File: config.mk
export PLATFORM = sky130hd
export DESIGN_NAME = lc3_console_tx
export DESIGN_NICKNAME = d
export VERILOG_FILES = /design/src/rtl/lc3_io_pkg.sv /design/src/rtl/uart_tx.sv /design/src/rtl/lc3_console_tx.sv
export SDC_FILE = /design/constraint.sdc
export NUM_CORES = 1
export LEC_CHECK = 0
export CELL_PAD_IN_SITES_DETAIL_PLACEMENT = 1
export CELL_PAD_IN_SITES_GLOBAL_PLACEMENT = 1
export CORE_ASPECT_RATIO = 0.7
export CORE_MARGIN = 5
export CORE_UTILIZATION = 38
export DETAILED_ROUTE_END_ITERATION = 16
export GPL_ROUTABILITY_DRIVEN = 0
export PLACE_DENSITY_LB_ADDON = 0.1
export SETUP_SLACK_MARGIN = 0.3
export SKIP_LAST_GASP = 1
export SLEW_MARGIN = 15
export SYNTH_ARGS = -nofsm -noshare
export SYNTH_HDL_FRONTEND = slang
export SYNTH_SLANG_ARGS = --single-unit
File: constraint.sdc
create_clock -name i_CLK -period 6.55 [get_ports i_CLK]
set_input_delay 0.9825 -clock i_CLK [delete_from_list [all_inputs] [get_ports i_CLK]]
set_output_delay 0.9825 -clock i_CLK [all_outputs]
set_load 0.03 [all_outputs]
File: src/rtl/lc3_io_pkg.sv
// Shared LC3 memory-mapped I/O definitions: console addresses,
// transmitter state encoding and the DSR word layout.
package lc3_io_pkg;

    typedef enum logic [1:0] {
        TX_IDLE  = 2'd0,
        TX_START = 2'd1,
        TX_DATA  = 2'd2,
        TX_STOP  = 2'd3
    } tx_state_e;

    localparam logic [15:0] LC3_ADDR_DSR = 16'hFE04;
    localparam logic [15:0] LC3_ADDR_DDR = 16'hFE06;

    function automatic logic [15:0] dsr_word(input logic ready, input logic ie);
        return {ready, ie, 14'b0};
    endfunction

endpackage

File: src/rtl/uart_tx.sv
// 8N1 serial transmitter: start bit, 8 data bits LSB first, stop bit.
// o_Done is high during the last cycle of the stop bit.
module uart_tx
    import lc3_io_pkg::*;
#(
    parameter int CLKS_PER_BIT = 868
) (
    input  logic       i_CLK,
    input  logic       i_Reset,
    input  logic       i_Start,
    input  logic [7:0] i_Byte,
    output logic       o_TX,
    output logic       o_Done
);

    localparam int CW = (CLKS_PER_BIT > 1) ? $clog2(CLKS_PER_BIT) : 1;
    localparam logic [CW-1:0] CNT_MAX = CW'(CLKS_PER_BIT - 1);

    tx_state_e     state_q;
    logic [CW-1:0] cnt_q;
    logic [2:0]    idx_q;
    logic [7:0]    shift_q;
    logic          tx_q;
    logic          bit_end;

    assign bit_end = (cnt_q == CNT_MAX);
    assign o_Done  = (state_q == TX_STOP) && bit_end;
    assign o_TX    = tx_q;

    always_ff @(posedge i_CLK) begin
        if (i_Reset) begin
            state_q <= TX_IDLE;
            cnt_q   <= '0;
            idx_q   <= '0;
            shift_q <= '0;
            tx_q    <= 1'b1;
        end else begin
            unique case (state_q)
                TX_IDLE: begin
                    if (i_Start) begin
                        state_q <= TX_START;
                        shift_q <= i_Byte;
                        cnt_q   <= '0;
                        tx_q    <= 1'b0;
                    end
                end
                TX_START: begin
                    if (bit_end) begin
                        cnt_q   <= '0;
                        state_q <= TX_DATA;
                        tx_q    <= shift_q[0];
                        shift_q <= {1'b0, shift_q[7:1]};
                    end else begin
                        cnt_q <= cnt_q + 1'b1;
                    end
                end
                TX_DATA: begin
                    if (bit_end) begin
                        cnt_q <= '0;
                        // index wraps 7 -> 0 as the frame leaves DATA
                        idx_q <= idx_q + 1'b1;
                        if (idx_q == 3'd7) begin
                            state_q <= TX_STOP;
                            tx_q    <= 1'b1;
                        end else begin
                            tx_q    <= shift_q[0];
                            shift_q <= {1'b0, shift_q[7:1]};
                        end
                    end else begin
                        cnt_q <= cnt_q + 1'b1;
                    end
                end
                TX_STOP: begin
                    if (bit_end) begin
                        cnt_q   <= '0;
                        state_q <= TX_IDLE;
                    end else begin
                        cnt_q <= cnt_q + 1'b1;
                    end
                end
                default: state_q <= TX_IDLE;
            endcase
        end
    end

endmodule

File: src/rtl/lc3_console_tx.sv
// LC3 console display (DSR/DDR) with serial output; define
// LC3_CONSOLE_IE_EN for a writable DSR IE bit and the o_INT request.
module lc3_console_tx
    import lc3_io_pkg::*;
#(
    parameter int          CLKS_PER_BIT = 868,
    parameter logic [15:0] ADDR_DSR     = LC3_ADDR_DSR,
    parameter logic [15:0] ADDR_DDR     = LC3_ADDR_DDR
) (
    input  logic        i_CLK,
    input  logic        i_Reset,
    input  logic        i_MIO_EN,
    input  logic        i_R_W,
    input  logic [15:0] i_MAR,
    input  logic [15:0] i_MDR,
    output logic [15:0] o_Data,
    output logic        o_Ready,
    output logic        o_Hit,
    output logic        o_TX,
    output logic        o_INT
);

    logic        sel_dsr;
    logic        sel_ddr;
    logic        access;
    logic        start;
    logic        tx_done;
    logic        rdy_q, rdy_d;
    logic        ie_q, ie_d;
    logic        ack_q;
    logic [7:0]  ddr_q, ddr_d;
    logic [15:0] data_q, data_d;
    logic        unused_mdr;

    assign sel_dsr    = (i_MAR == ADDR_DSR);
    assign sel_ddr    = (i_MAR == ADDR_DDR);
    assign o_Hit      = sel_dsr | sel_ddr;
    assign access     = i_MIO_EN & o_Hit;
    assign unused_mdr = ^i_MDR[15:8];

    // acceptance looks only at the registered flag
    assign start = access & i_R_W & sel_ddr & rdy_q;

    always_comb begin
        rdy_d  = rdy_q;
        ie_d   = ie_q;
        ddr_d  = ddr_q;
        data_d = '0;
        if (tx_done) begin
            rdy_d = 1'b1;
        end else if (start) begin
            rdy_d = 1'b0;
        end
        if (start) begin
            ddr_d = i_MDR[7:0];
        end
`ifdef LC3_CONSOLE_IE_EN
        if (access & i_R_W & sel_dsr) begin
            ie_d = i_MDR[14];
        end
`endif
        if (access & ~i_R_W) begin
            data_d = sel_dsr ? dsr_word(rdy_q, ie_q) : {8'h00, ddr_q};
        end
    end

    always_ff @(posedge i_CLK) begin
        if (i_Reset) begin
            rdy_q  <= 1'b1;
            ie_q   <= 1'b0;
            ddr_q  <= '0;
            ack_q  <= 1'b0;
            data_q <= '0;
        end else begin
            rdy_q  <= rdy_d;
            ie_q   <= ie_d;
            ddr_q  <= ddr_d;
            ack_q  <= access;
            data_q <= data_d;
        end
    end

    assign o_Ready = ack_q;
    assign o_Data  = data_q;

`ifdef LC3_CONSOLE_IE_EN
    logic int_q;

    always_ff @(posedge i_CLK) begin
        if (i_Reset) begin
            int_q <= 1'b0;
        end else begin
            int_q <= rdy_d & ie_d;
        end
    end

    assign o_INT = int_q;
`else
    assign o_INT = 1'b0;
`endif

    uart_tx #(
        .CLKS_PER_BIT(CLKS_PER_BIT)
    ) u_uart_tx (
        .i_CLK  (i_CLK),
        .i_Reset(i_Reset),
        .i_Start(start),
        .i_Byte (i_MDR[7:0]),
        .o_TX   (o_TX),
        .o_Done (tx_done)
    );

endmodule

==> flow_metrics.env, run 1 <==
export IMPL_worstHoldPathCells=2
export IMPL_synth_common_cells="43 x dfxtp_1, 21 x a21oi_1, 20 x nor2_1"
export IMPL_finalPower_uw=697
export IMPL_synth_area_um2=2020
export IMPL_place_area_um2=2440
export IMPL_routed_wl_um=5120
export IMPL_finalSetupViolations=0
export IMPL_design_area_um2=2560
export IMPL_diodes=0
export IMPL_hpwl_um=3620
export IMPL_syn_area_per_cell_um2=8.80
export IMPL_area_growth_syn_to_layout_pct=26.4
export IMPL_grt_max_degree=37
export IMPL_first_pass_iters=4
export IMPL_fin_crit_ns=3.92
export IMPL_yosys_cell_count_top_type="dfxtp_1"
export IMPL_relSlewSlack=0.417
export IMPL_drtAntennaViolNets=0
export IMPL_stdcell_count=338
export IMPL_synthCells=230
export IMPL_clk_pin_slew_worst_paths_ns=0.09
export IMPL_hold_viol_final=0
export IMPL_cts_max_path_buffers=2
export IMPL_p_leak_nw=0.991
export IMPL_cp_arrival_ns=2.93
export IMPL_worst_slack_ns=2.63
export IMPL_post_cts_resized=0
export IMPL_synth_top_cell_by_area="dfxtp_1"
export IMPL_fmaxAchievable_ghz=0.255
export IMPL_synthArstFlopShare=0
export IMPL_yosys_warnings=0
export IMPL_peakVddDrop_mv=0.125
export IMPL_slew_violations=0
export IMPL_r2r_cells=8
export IMPL_ys_flop_type="dfxtp_1"
export IMPL_viasPerCell=5.27
export IMPL_ctsHoldBuffers=0
export IMPL_place_worst_setup_slack_ns=2.66
export IMPL_cellPowerDensity_nw_per_um2=272
export IMPL_first_global_vias=1820
export IMPL_synth_cell_types=38
export IMPL_cts_htree_levels=2
export IMPL_start_util=0.389
export IMPL_die_w_um=97.2
export IMPL_drc=0
export IMPL_fin_crit_sh=0.598
export IMPL_drt_iter0_drc=57
export IMPL_synth_top_area_frac=0.425
export IMPL_cts_tree="done"
export IMPL_synth_top_cells_by_area="dfxtp_1 43%, mux2i_1 7.9%, ha_1 5.6%"
export IMPL_critical_path_class="primary input to output pin"
export IMPL_die_y_um=71.1
export IMPL_required_ns=5.57
export IMPL_rsz0062_at_grt="no"
export IMPL_vias=1781
export IMPL_tns_ns=0
export IMPL_ys_ff_latch=43
export IMPL_port_buffers=39
export IMPL_worst_slew_pin_slew_ns=0.868
export IMPL_antenna_found_initial=0
export IMPL_maxCapViolCount=0
export IMPL_crit_path_end_kind="output pin"
export IMPL_dp_cells=330
export IMPL_ys_seq_area_frac=0.425
export IMPL_fin_worst_skew_ns=0.0144
export IMPL_fp_dieArea_um2=6910
export IMPL_row_count=22
export IMPL_worstSkewPairLatency_ns=0.30
export IMPL_grt_usage=0.155
export IMPL_clock_sinks=43
export IMPL_cts_buffers=5
export IMPL_core_area_um2=5200
export IMPL_grt_pass1_wl_um=8800
export IMPL_reg2reg_slack_ns=4.43
export IMPL_nets=310
export IMPL_grt_overflow=0
export IMPL_root_buffer="clkbuf_8"
export IMPL_synth_edff_count=0
export IMPL_wire_per_inst_um=15.1
export IMPL_post_cts_buffers=0
export IMPL_drive_above_1_share=0.0602
export IMPL_startpoint_type="primary input"
export IMPL_hold_class="flip-flop to flip-flop"
export IMPL_outcome="completed"
export IMPL_ios=56
export IMPL_cp_max_fo=3
## worst paths after layout
| kind | from | end |
|---|---|---|
| setup / recovery | i_MAR[5] | o_Hit |
| hold / removal | u_uart_tx.idx_q[2] | u_uart_tx.idx_q[2] |
| setup reg to reg | u_uart_tx.cnt_q[0] | u_uart_tx.shift_q[7] |
| hold reg to reg | u_uart_tx.idx_q[2] | u_uart_tx.idx_q[2] |
## cell usage in the layout, fill, tap and decap left out, types with 2 or more instances in the layout
| master | netlist | layout |
|---|---|---|
| dfxtp_1 | 43 | 43 |
| clkdlybuf4s50_1 | 0 | 39 |
| a21oi_1 | 21 | 21 |
| nor2_1 | 20 | 20 |
| o21ai_0 | 16 | 16 |
| mux2i_1 | 16 | 16 |
| nand2_1 | 12 | 12 |
| nor3_1 | 11 | 11 |
| or3_1 | 10 | 10 |
| nand3_1 | 9 | 9 |
| and3_1 | 9 | 9 |
| ha_1 | 9 | 9 |
| conb_1 | 1 | 8 |
| clkbuf_8 | 0 | 5 |
| inv_1 | 3 | 3 |
| a31oi_1 | 3 | 3 |
| buf_4 | 8 | 3 |
| nand4b_1 | 2 | 2 |
| or4_4 | 2 | 2 |
| nor4_1 | 2 | 2 |
| nand2b_1 | 2 | 2 |
| nand3b_1 | 2 | 2 |
| a211oi_1 | 2 | 2 |
## power by group
| part | internal, mW | switching, mW | total (mW) | leakage [nW] |
|---|---|---|---|---|
| logic | 0.0762 | 0.113 | 0.189 | 0.589 |
| clock network | 0.115 | 0.0996 | 0.214 | 0.0548 |
| registers | 0.280 | 0.0129 | 0.293 | 0.347 |
| total | 0.471 | 0.226 | 0.697 | 0.991 |
## critical path: stages
cell,delay (ns)
clkdlybuf4s50_1,0.40
or4_4,0.55
nor4_1,0.28
clkdlybuf4s50_1,0.72
## through the flow
step / hold WS, ns / utilization
after floorplan: 0.440 / -
after global placement: 0.455 / 0.470
after detailed placement: 0.465 / 0.470
after CTS: 0.477 / 0.492
after global routing: 0.495 / 0.492
final: 0.479 / 0.492
## sequential cells by signal (all words and copies together) (netlist names)
| name | cells |
|---|---|
| u_uart_tx.cnt_q | 10 |
| o_Data | 9 |
| ddr_q | 8 |
| u_uart_tx.shift_q | 8 |
| u_uart_tx.idx_q | 3 |
| u_uart_tx.state_q | 2 |
| o_Ready | 1 |
| rdy_q | 1 |
| u_uart_tx.o_TX | 1 |
## final cells by class
cell class / instances / area [µm²]
Clock buffer: 5 / 68.8
Timing Repair Buffer: 42 / 413
Clock inverter: 3 / 46.3
Multi-Input combinational cell: 170 / 1070
Inverter: 3 / 11.3
Fill cell: 615 / 2640
Sequential cell: 43 / 861
Tap cell: 72 / 90.1
## cell families after synthesis
group / after synthesis / synth area share
fa+ha+maj: 9 / 0.0556
compound gates: 49 / 0.142
buf+inv: 24 / 0.0599
simple gates: 87 / 0.232
flops: 43 / 0.425
mux: 16 / 0.0791
other cells: 1 / 0.00185
xor+xnor: 1 / 0.00433
## per-layer routing
metal  up-vias  GRT usage  part of all wire
li1        880          -                 -
met1       856      0.203              0.50
met2        41      0.252              0.45
met4         0     0.0415            0.0061
met3         4     0.0453             0.051
met5         -          0                 0
Power figures use the tool's default switching activity.
==> inputs of run 2 (changes only) <==
CORE_UTILIZATION = 35   (was 38)
clock period = 4 ns   (was 6.55 ns; I/O delays follow)
==> run 2 against run 1 <==
Critical path depth stayed put. Clock-buffer cell count stayed put. Setup slack worse by 1.8 ns. Global-route usage is 0.45 points lower. Register-to-register slack worse by 2.6 ns. Cell count is 0.89% higher. Design area is 0.88% lower.
==> flow_metrics.env, run 2 (same netlist as run 1, synthesis figures left out) <==
export IMPL_fin_worst_skew_ns=0.00894
export IMPL_largest_reg_flops=10
export IMPL_vias=1739
export IMPL_die_y_um=73.6
export IMPL_grt_max_degree=37
export IMPL_cts_buffers=5
export IMPL_drt_iter0_drc=76
export IMPL_startpoint_type="primary input"
export IMPL_core_area_um2=5670
export IMPL_nets=310
export IMPL_grt_usage=0.150
export IMPL_p_leak_nw=0.976
export IMPL_grt_pass1_wl_um=8740
export IMPL_first_global_vias=1852
export IMPL_layout_common_cells="43 x dfxtp_1, 39 x clkdlybuf4s50_1, 21 x a21oi_1"
export IMPL_cp_max_fo=3
export IMPL_ios=56
export IMPL_ctsHoldBuffers=0
export IMPL_critical_path_class="primary input to output pin"
export IMPL_grt_overflow=0
export IMPL_clk_pin_slew_worst_paths_ns=0.09
export IMPL_cts_tree="done"
export IMPL_multi_input_area_um2=1070
export IMPL_peakVddDrop_mv=0.221
export IMPL_start_util=0.357
export IMPL_fin_crit_sh=0.791
export IMPL_drive_above_1_share=0.0602
export IMPL_n_fill_cell=667
export IMPL_cellPowerDensity_nw_per_um2=421
export IMPL_viasPerCell=5.10
export IMPL_drtAntennaViolNets=0
export IMPL_post_cts_resized=0
export IMPL_port_buffers=39
export IMPL_fmaxAchievable_ghz=0.316
export IMPL_cp_arrival_ns=2.56
export IMPL_root_buffer="clkbuf_8"
export IMPL_first_pass_iters=4
export IMPL_worstSkewPairLatency_ns=0.30
export IMPL_hold_class="flip-flop to flip-flop"
export IMPL_slew_violations=0
export IMPL_cts_htree_levels=2
export IMPL_fp_dieArea_um2=7430
export IMPL_top_register="u_uart_tx.cnt_q"
export IMPL_die_w_um=101
export IMPL_finalSetupViolations=0
export IMPL_outcome="completed"
export IMPL_relSlewSlack=0.477
export IMPL_area_growth_syn_to_layout_pct=25.3
export IMPL_tns_ns=0
export IMPL_row_count=23
export IMPL_crit_path_end_kind="output pin"
export IMPL_design_area_um2=2540
export IMPL_post_cts_buffers=0
export IMPL_wire_per_inst_um=15.0
export IMPL_hpwl_um=3670
export IMPL_routed_wl_um=5130
export IMPL_drc=0
export IMPL_antenna_found_initial=0
export IMPL_worst_slew_pin_slew_ns=0.779
export IMPL_required_ns=3.40
export IMPL_fin_crit_ns=3.16
export IMPL_reg2reg_slack_ns=1.87
export IMPL_regArea_um2=861
export IMPL_clock_sinks=43
export IMPL_cts_max_path_buffers=2
export IMPL_place_area_um2=2450
export IMPL_diodes=0
export IMPL_maxCapViolCount=0
export IMPL_rsz0062_at_grt="no"
export IMPL_final_common_cell="dfxtp_1"
export IMPL_hold_viol_final=0
-- run 2: changes by cell type in the layout (fill, tap and decap cells not counted), sizes merged --
cell and change:
inv -1, clkinv +1, bufinv -1, clkinvlp +1
-- run 2: area by class of cell --
| type | count | area share |
|---|---|---|
| Clock buffer | 5 | 0.0271 |
| Clock inverter | 3 | 0.00789 |
| Inverter | 3 | 0.00444 |
| Multi-Input combinational cell | 170 | 0.421 |
| Sequential cell | 43 | 0.339 |
| Tap cell | 75 | 0.0370 |
| Timing Repair Buffer | 42 | 0.163 |
-- run 2: metal layers --
layer,vias up,share of wire,GRT usage
li1,872,-,-
met1,827,0.49,0.193
met2,33,0.44,0.240
met3,7,0.057,0.0531
met4,0,0.012,0.0442
met5,-,0,0
-- run 2: worst max-delay path: stages --
cell and delay [ns]:
clkdlybuf4s50_1 0.40, or4_4 0.55, nor4_1 0.28, clkdlybuf4s50_1 0.73
-- run 2: worst paths after layout --
check,depth (start not counted),start,endpoint
hold / removal,2,u_uart_tx.idx_q[1],u_uart_tx.idx_q[1]
setup reg to reg,8,u_uart_tx.cnt_q[0],u_uart_tx.shift_q[7]
setup / recovery,4,i_MAR[5],o_Hit
hold reg to reg,2,u_uart_tx.idx_q[1],u_uart_tx.idx_q[1]
-- run 2: metrics by stage --
step                std cells  total power, mW  utilization  hold WS [ns]  setup WS [ns]
finish                    341             1.07        0.447         0.475          0.836
global route              341             1.15        0.447         0.493          0.781
CTS                       341             1.09        0.447         0.477          0.820
detailed placement        333            0.800        0.432         0.463          0.820
global placement          333            0.793        0.432         0.451          0.839
floorplan                 237            0.705            -         0.440           1.27
-- run 2: power breakdown --
group,switching (mW),internal [mW],leakage [nW]
registers,0.0223,0.458,0.347
clock network,0.156,0.122,0.0402
logic,0.186,0.124,0.589
